$ cat config.mk
export PLATFORM = sky130hd
export DESIGN_NAME = l2_mem_arbiter
export DESIGN_NICKNAME = d
export VERILOG_FILES = /design/src/rtl/l2_arb_pkg.sv /design/src/rtl/arb_rr_pick.sv /design/src/rtl/l2_mem_arbiter.sv
export SDC_FILE = /design/constraint.sdc
export NUM_CORES = 1
export LEC_CHECK = 0
export ABC_AREA = 1
export CAP_MARGIN = 0
export CORE_AREA = 10 10 634 636
export DETAILED_ROUTE_END_ITERATION = 6
export DIE_AREA = 0 0 644 646
export GPL_ROUTABILITY_DRIVEN = 0
export PLACE_DENSITY = 0.3
export SETUP_SLACK_MARGIN = 0.4
export SLEW_MARGIN = 20
export SYNTH_ARGS = -nofsm -noshare
export SYNTH_HDL_FRONTEND = slang
export SYNTH_SLANG_ARGS = --single-unit
$ cat constraint.sdc
create_clock -name clk -period 2.28 [get_ports clk]
set_input_delay 0.684 -clock clk [delete_from_list [all_inputs] [get_ports clk]]
set_output_delay 0.684 -clock clk [all_outputs]
set_load 0.005 [all_outputs]
$ cat src/rtl/l2_arb_pkg.sv
// -----------------------------------------------------------------------------
// l2_arb_pkg
//   Shared types and defaults for the L2 / memory-port arbiter.
//   - arb_state_t : arbiter FSM states (IDLE, GRANT_I, GRANT_D)
//   - req_id_t    : requester identity, also the encoding of last_grant
//   - other_side(): the requester that is not the argument
// -----------------------------------------------------------------------------
package l2_arb_pkg;

  // Default line-port geometry: byte address, one full cache line per beat.
  localparam int ADDR_W_DEF = 32;
  localparam int LINE_W_DEF = 256;

  typedef enum logic [1:0] {
    IDLE    = 2'd0,
    GRANT_I = 2'd1,
    GRANT_D = 2'd2
  } arb_state_t;

  typedef enum logic {
    REQ_I = 1'b0,
    REQ_D = 1'b1
  } req_id_t;

  function automatic req_id_t other_side(input req_id_t id);
    return (id == REQ_I) ? REQ_D : REQ_I;
  endfunction

endpackage : l2_arb_pkg

$ cat src/rtl/arb_rr_pick.sv
// -----------------------------------------------------------------------------
// arb_rr_pick
//   Two-way round-robin pick, purely combinational.
//   Ports:
//     req_i       in   I-cache side is requesting (stb & cyc)
//     req_d       in   D-cache side is requesting (stb & cyc)
//     last_grant  in   side that completed most recently; it loses a tie
//     grant_valid out  at least one side is requesting
//     grant_id    out  side to grant (only meaningful when grant_valid)
// -----------------------------------------------------------------------------
module arb_rr_pick
  import l2_arb_pkg::*;
(
  input  logic    req_i,
  input  logic    req_d,
  input  req_id_t last_grant,
  output logic    grant_valid,
  output req_id_t grant_id
);

  always_comb begin
    grant_valid = req_i | req_d;
    if (req_i && req_d) begin
      // Tie: the side that was served last waits.
      grant_id = other_side(last_grant);
    end else if (req_d) begin
      grant_id = REQ_D;
    end else begin
      grant_id = REQ_I;
    end
  end

endmodule : arb_rr_pick

$ cat src/rtl/l2_mem_arbiter.sv
// -----------------------------------------------------------------------------
// l2_mem_arbiter
//   Shares one memory / L2 line port between the L1 I-cache and D-cache
//   controllers. Round-robin between the two sides; a grant is held for a
//   whole line transaction (until mem_resp, or until the owner drops cyc).
//
//   Ports (x = i or d):
//     clk, rst          single clock; synchronous active-high reset
//     x_stb, x_cyc      requester strobe / bus cycle (cyc low = abort)
//     x_write           requester write (D side: write-back)
//     x_addr, x_wdata   requester line address / write line
//     x_rdata           read line returned to the requester
//     x_resp            requester transaction complete
//     x_retry           requester pending, not complete
//     mem_stb, mem_cyc  memory strobe / bus cycle
//     mem_write         memory write
//     mem_addr          memory line address
//     mem_wdata         memory write line
//     mem_rdata         memory read line
//     mem_resp          memory transaction complete (1-cycle pulse)
//     mem_retry         memory busy; informational only, grant is held anyway
//
//   Timing: a request seen in IDLE in cycle N is on the memory port in
//   cycle N+1. Every grant is followed by exactly one IDLE cycle.
// -----------------------------------------------------------------------------
module l2_mem_arbiter
  import l2_arb_pkg::*;
#(
  parameter int ADDR_W = ADDR_W_DEF,
  parameter int LINE_W = LINE_W_DEF
) (
  input  logic              clk,
  input  logic              rst,

  input  logic              i_stb,
  input  logic              i_cyc,
  input  logic              i_write,
  input  logic [ADDR_W-1:0] i_addr,
  input  logic [LINE_W-1:0] i_wdata,
  output logic [LINE_W-1:0] i_rdata,
  output logic              i_resp,
  output logic              i_retry,

  input  logic              d_stb,
  input  logic              d_cyc,
  input  logic              d_write,
  input  logic [ADDR_W-1:0] d_addr,
  input  logic [LINE_W-1:0] d_wdata,
  output logic [LINE_W-1:0] d_rdata,
  output logic              d_resp,
  output logic              d_retry,

  output logic              mem_stb,
  output logic              mem_cyc,
  output logic              mem_write,
  output logic [ADDR_W-1:0] mem_addr,
  output logic [LINE_W-1:0] mem_wdata,
  input  logic [LINE_W-1:0] mem_rdata,
  input  logic              mem_resp,
  input  logic              mem_retry
);

  arb_state_t state_q, state_d;
  req_id_t    last_grant_q, last_grant_d;

  logic       req_i, req_d;
  logic       pick_valid;
  req_id_t    pick_id;

  assign req_i = i_stb & i_cyc;
  assign req_d = d_stb & d_cyc;

  arb_rr_pick u_pick (
    .req_i       (req_i),
    .req_d       (req_d),
    .last_grant  (last_grant_q),
    .grant_valid (pick_valid),
    .grant_id    (pick_id)
  );

  // ---------------------------------------------------------------------------
  // State register
  // ---------------------------------------------------------------------------
  // NOTE: state is written with <= only, so every flop samples pre-edge values
  // and the order of statements inside the block does not matter.
  always_ff @(posedge clk) begin
    if (rst) begin
      state_q      <= IDLE;
      last_grant_q <= REQ_D;   // I wins the first tie after reset
    end else begin
      state_q      <= state_d;
      last_grant_q <= last_grant_d;
    end
  end

  // ---------------------------------------------------------------------------
  // Next-state logic
  //   Completion (mem_resp) takes priority over abort (owner's cyc low), so a
  //   response arriving in the same cycle cyc falls still counts and rotates
  //   the priority. An abort leaves last_grant untouched.
  // ---------------------------------------------------------------------------
  // NOTE: every signal assigned in a combinational block gets a default on the
  // first lines; a path that skips an assignment would otherwise infer a latch.
  always_comb begin
    state_d      = state_q;
    last_grant_d = last_grant_q;
    unique case (state_q)
      IDLE: begin
        if (pick_valid) begin
          state_d = (pick_id == REQ_I) ? GRANT_I : GRANT_D;
        end
      end
      GRANT_I: begin
        if (mem_resp) begin
          state_d      = IDLE;
          last_grant_d = REQ_I;
        end else if (!i_cyc) begin
          state_d = IDLE;
        end
      end
      GRANT_D: begin
        if (mem_resp) begin
          state_d      = IDLE;
          last_grant_d = REQ_D;
        end else if (!d_cyc) begin
          state_d = IDLE;
        end
      end
      default: begin
        state_d = IDLE;
      end
    endcase
  end

  // ---------------------------------------------------------------------------
  // Output muxes
  //   The granted side is wired straight through to the memory port; the
  //   requester keeps address/data stable while stb is high, so no capture
  //   registers are needed. mem_stb is qualified with cyc so that an abort
  //   drops both strobes in the same cycle. A waiting side sees retry while it
  //   requests and nothing else. While rst is high every output is forced low,
  //   so a grant that is being reset never leaks onto either port.
  // ---------------------------------------------------------------------------
  always_comb begin
    mem_stb   = 1'b0;
    mem_cyc   = 1'b0;
    mem_write = 1'b0;
    mem_addr  = '0;
    mem_wdata = '0;
    i_rdata   = '0;
    i_resp    = 1'b0;
    i_retry   = req_i;
    d_rdata   = '0;
    d_resp    = 1'b0;
    d_retry   = req_d;

    unique case (state_q)
      GRANT_I: begin
        mem_stb   = i_stb & i_cyc;
        mem_cyc   = i_cyc;
        mem_write = i_write;
        mem_addr  = i_addr;
        mem_wdata = i_wdata;
        i_rdata   = mem_rdata;
        i_resp    = mem_resp;
        i_retry   = req_i & ~mem_resp;
      end
      GRANT_D: begin
        mem_stb   = d_stb & d_cyc;
        mem_cyc   = d_cyc;
        mem_write = d_write;
        mem_addr  = d_addr;
        mem_wdata = d_wdata;
        d_rdata   = mem_rdata;
        d_resp    = mem_resp;
        d_retry   = req_d & ~mem_resp;
      end
      default: begin
        // IDLE: memory port quiet, retry defaults already applied.
      end
    endcase

    if (rst) begin
      mem_stb   = 1'b0;
      mem_cyc   = 1'b0;
      mem_write = 1'b0;
      mem_addr  = '0;
      mem_wdata = '0;
      i_rdata   = '0;
      i_resp    = 1'b0;
      i_retry   = 1'b0;
      d_rdata   = '0;
      d_resp    = 1'b0;
      d_retry   = 1'b0;
    end
  end

  // mem_retry only tells the requester the memory is busy; the grant is held
  // until mem_resp regardless, so it does not feed the FSM.
  logic unused_mem_retry;
  assign unused_mem_retry = mem_retry;

endmodule : l2_mem_arbiter

==> impl_metrics.ini <==
[power]
p_leak_nw = 16.8
irDropWorstVdd_uv = 229
power_density_nw_per_um2 = 420

[floorplan]
row_count = 229
io_pins = 1649
chipHeight_um = 646
core_sq_um = 389000
initial_core_util = 0.0222
die_area_sq_um = 416000
die_width_um = 644

[clock_tree]
clk_transition_reported_paths_ps = 30
cts-root-buf = clkbuf_16
ctsHoldBuffers = 0
cts_buffer_depth = 2
cts_tree = done
cts_made_buffers = 3
clk_latency_ps = 220
clkSinkCount = 3
cts_max_level = 1

[synth]
ys_seq_area_frac = 0.00697
syn_area_per_cell_sq_um = 4.69
synth_common_cells = 594 x nand2_1, 519 x nor2_1, 261 x inv_1
async_reset_ff_frac = 0
synth_seq_cells = 3
netlist.area_leader.share = 0.259
synth_top_area_cell = nand2_1
syn-num-nets = 2683
yosys-top-cells-area = nand2_1 26%, nor2_1 23%, a21oi_2 13%
synth-edff-count = 0
ys_types = 18
syn_area_sq_um = 8620
yosys_warnings = 0
yosysMostFrequentCell = nand2_1
synth_flop_cell = dfxtp_1
synth_cells = 1837

[timing]
setup_viol = 806
rsz0062_at_grt = yes
fin_worst_hold_slack_ps = 469
period_needed_ps = 2880
fin_crit_sh = 1.26
max_freq_mhz = 348
hold_viol_final = 0
relSlewSlack = 0.706
fin_ws_ps = -597
finalClockSkew_ps = 0.894
report.final.slew_viol_count = 0
worst_pin_slew_ps = 440

[global_route]
grt_pass1_vias = 21800
overflow = 0
grt_max_degree = 73
antenna_found_initial = 268
grt_pass1_wl_um = 375000
grt_usage = 0.147

[setup_path]
endpoint_kind = primary output
cp_data_arrival_time_ps = 2190
start_kind = input port
critical_path_class = input port to primary output
required_ps = 1600
ff2ff_setup_slack_ps = 460
crit_fanout = 4

[cells_and_area]
fill_cells = 45400
regArea_sq_um = 62.6
postLayoutCoreUtil = 0.102
drive_above_1_share = 0.426
multi_input_area_sq_um = 8150
fin_nets = 4633
area_growth_pct = 360

[place]
portBuffers = 1647
dpl.hpwl_um = 305000

[outcome]
violations = negative setup slack
status = finished with violations

[route]
route.detailed.drc = 0
vias = 22300
wirelength_um = 332000
drt_iter0_drc = 1845
ant_nets = 0
wl_per_cell_um = 36.8
first_pass_iters = 6
avgViaCountPerCell = 2.48

[min_path]
min_path_type = register to register

[job]
maxCapViolCount = 0
## final cells by class
cell class	count	share of cell area
Timing Repair Buffer	2095	0.600
Tap cell	5197	0.164
Antenna cell	31	0.00195
Inverter	262	0.0252
Multi-Input combinational cell	1422	0.205
Sequential cell	3	0.00158
Clock buffer	4	0.00199
## flip-flops by register name, indices dropped and copies added (netlist names)
name,count
last_grant_q,1
state_q,2
## worst max-delay path, stage by stage
cell and delay [ps]:
buf_12 110, clkinv_8 50, buf_12 100, buf_12 140, nand2_8 90, buf_12 160, buf_12 130, buf_6 130
buf_8 120, buf_4 120, buf_4 120, nor2_2 70, buf_2 130
## kinds of logic (layout without fill, tap and decap cells)
kind of cell / Yosys count / after routing / share of synthesized area
and+or+nand+nor: 1120 / 1123 / 0.491
buffers and inverters: 415 / 2361 / 0.268
AOI/OAI and AO/OA: 295 / 295 / 0.228
adders and majority gates: 4 / 4 / 0.00581
DFF: 3 / 3 / 0.00697
other: 0 / 31 / 0
## timing repair
action | 4_1_cts | 5_1_grt
setup buffers | 73 | 56
gates resized for setup | 1293 | 705
endpoints found under the setup margin | 807 | 809
cloned | 31 | 22
pin swaps | 16 | 17
endpoints found under the hold margin | 0 | 0
## where the power goes
group	leakage (nW)	total (W)	switching [W]	internal, W
logic	16.8	0.0163	0.00869	0.00760
clock network	0.0383	0.000278	0.0000472	0.000231
registers	0.0254	0.0000788	0.0000105	0.0000683
total	16.8	0.0167	0.00875	0.00790
## placed cells by master (no fill, tap or decap)
master and n:
a211oi_2 1, inv_1 259, buf_4 299, inv_4 1, clkbuf_16 22, ha_4 4
nand2_1 562, nand2_4 8, nor3b_1 1, dfxtp_2 2, nand2_2 24, buf_12 354
clkbuf_2 25, nand2_8 6, nor2_2 140, dlymetal6s2s_1 111, inv_2 1, buf_2 278
clkdlybuf4s50_1 864, buf_6 67, nor2_1 308, dfxtp_1 1, a21oi_1 61, buf_16 47
o21ai_0 1, a21oi_2 183, clkinv_8 1, nor2_4 71, nand3_1 3, dlygate4sd2_1 3
clkbuf_1 1, a21oi_4 49, buf_8 19, diode_2 31, clkdlybuf4s15_2 9
## through the flow
stage	worst slack [ps]	total power, W	cells	TNS (ps)	area [sq um]
2_1_floorplan	382	0.00411	1837	0	8960
3_3_place_gp	-1320	0.0137	8797	-882940	35800
3_5_place_dp	-1360	0.0137	8797	-903410	35800
4_1_cts	-752	0.0154	8905	-402130	37600
5_1_grt	-653	0.0176	8995	-334260	39600
6_report	-597	0.0167	9014	-281690	39700
## layer usage
| layer | GRT usage | share of wire |
|---|---|---|
| met1 | 0.149 | 0.34 |
| met2 | 0.288 | 0.53 |
| met3 | 0.0654 | 0.10 |
| met4 | 0.00972 | 0.019 |
| met5 | 0 | 0.0019 |
## path summary, 6_finish.rpt
| path | from | end | depth (start not counted) |
|---|---|---|---|
| max | rst | i_rdata[44] | 13 |
| min | last_grant_q | last_grant_q | 2 |
| max reg2reg | state_q[1] | state_q[1] | 13 |
| min reg2reg | last_grant_q | last_grant_q | 2 |
Note: power is estimated with default switching activity, not from simulation.
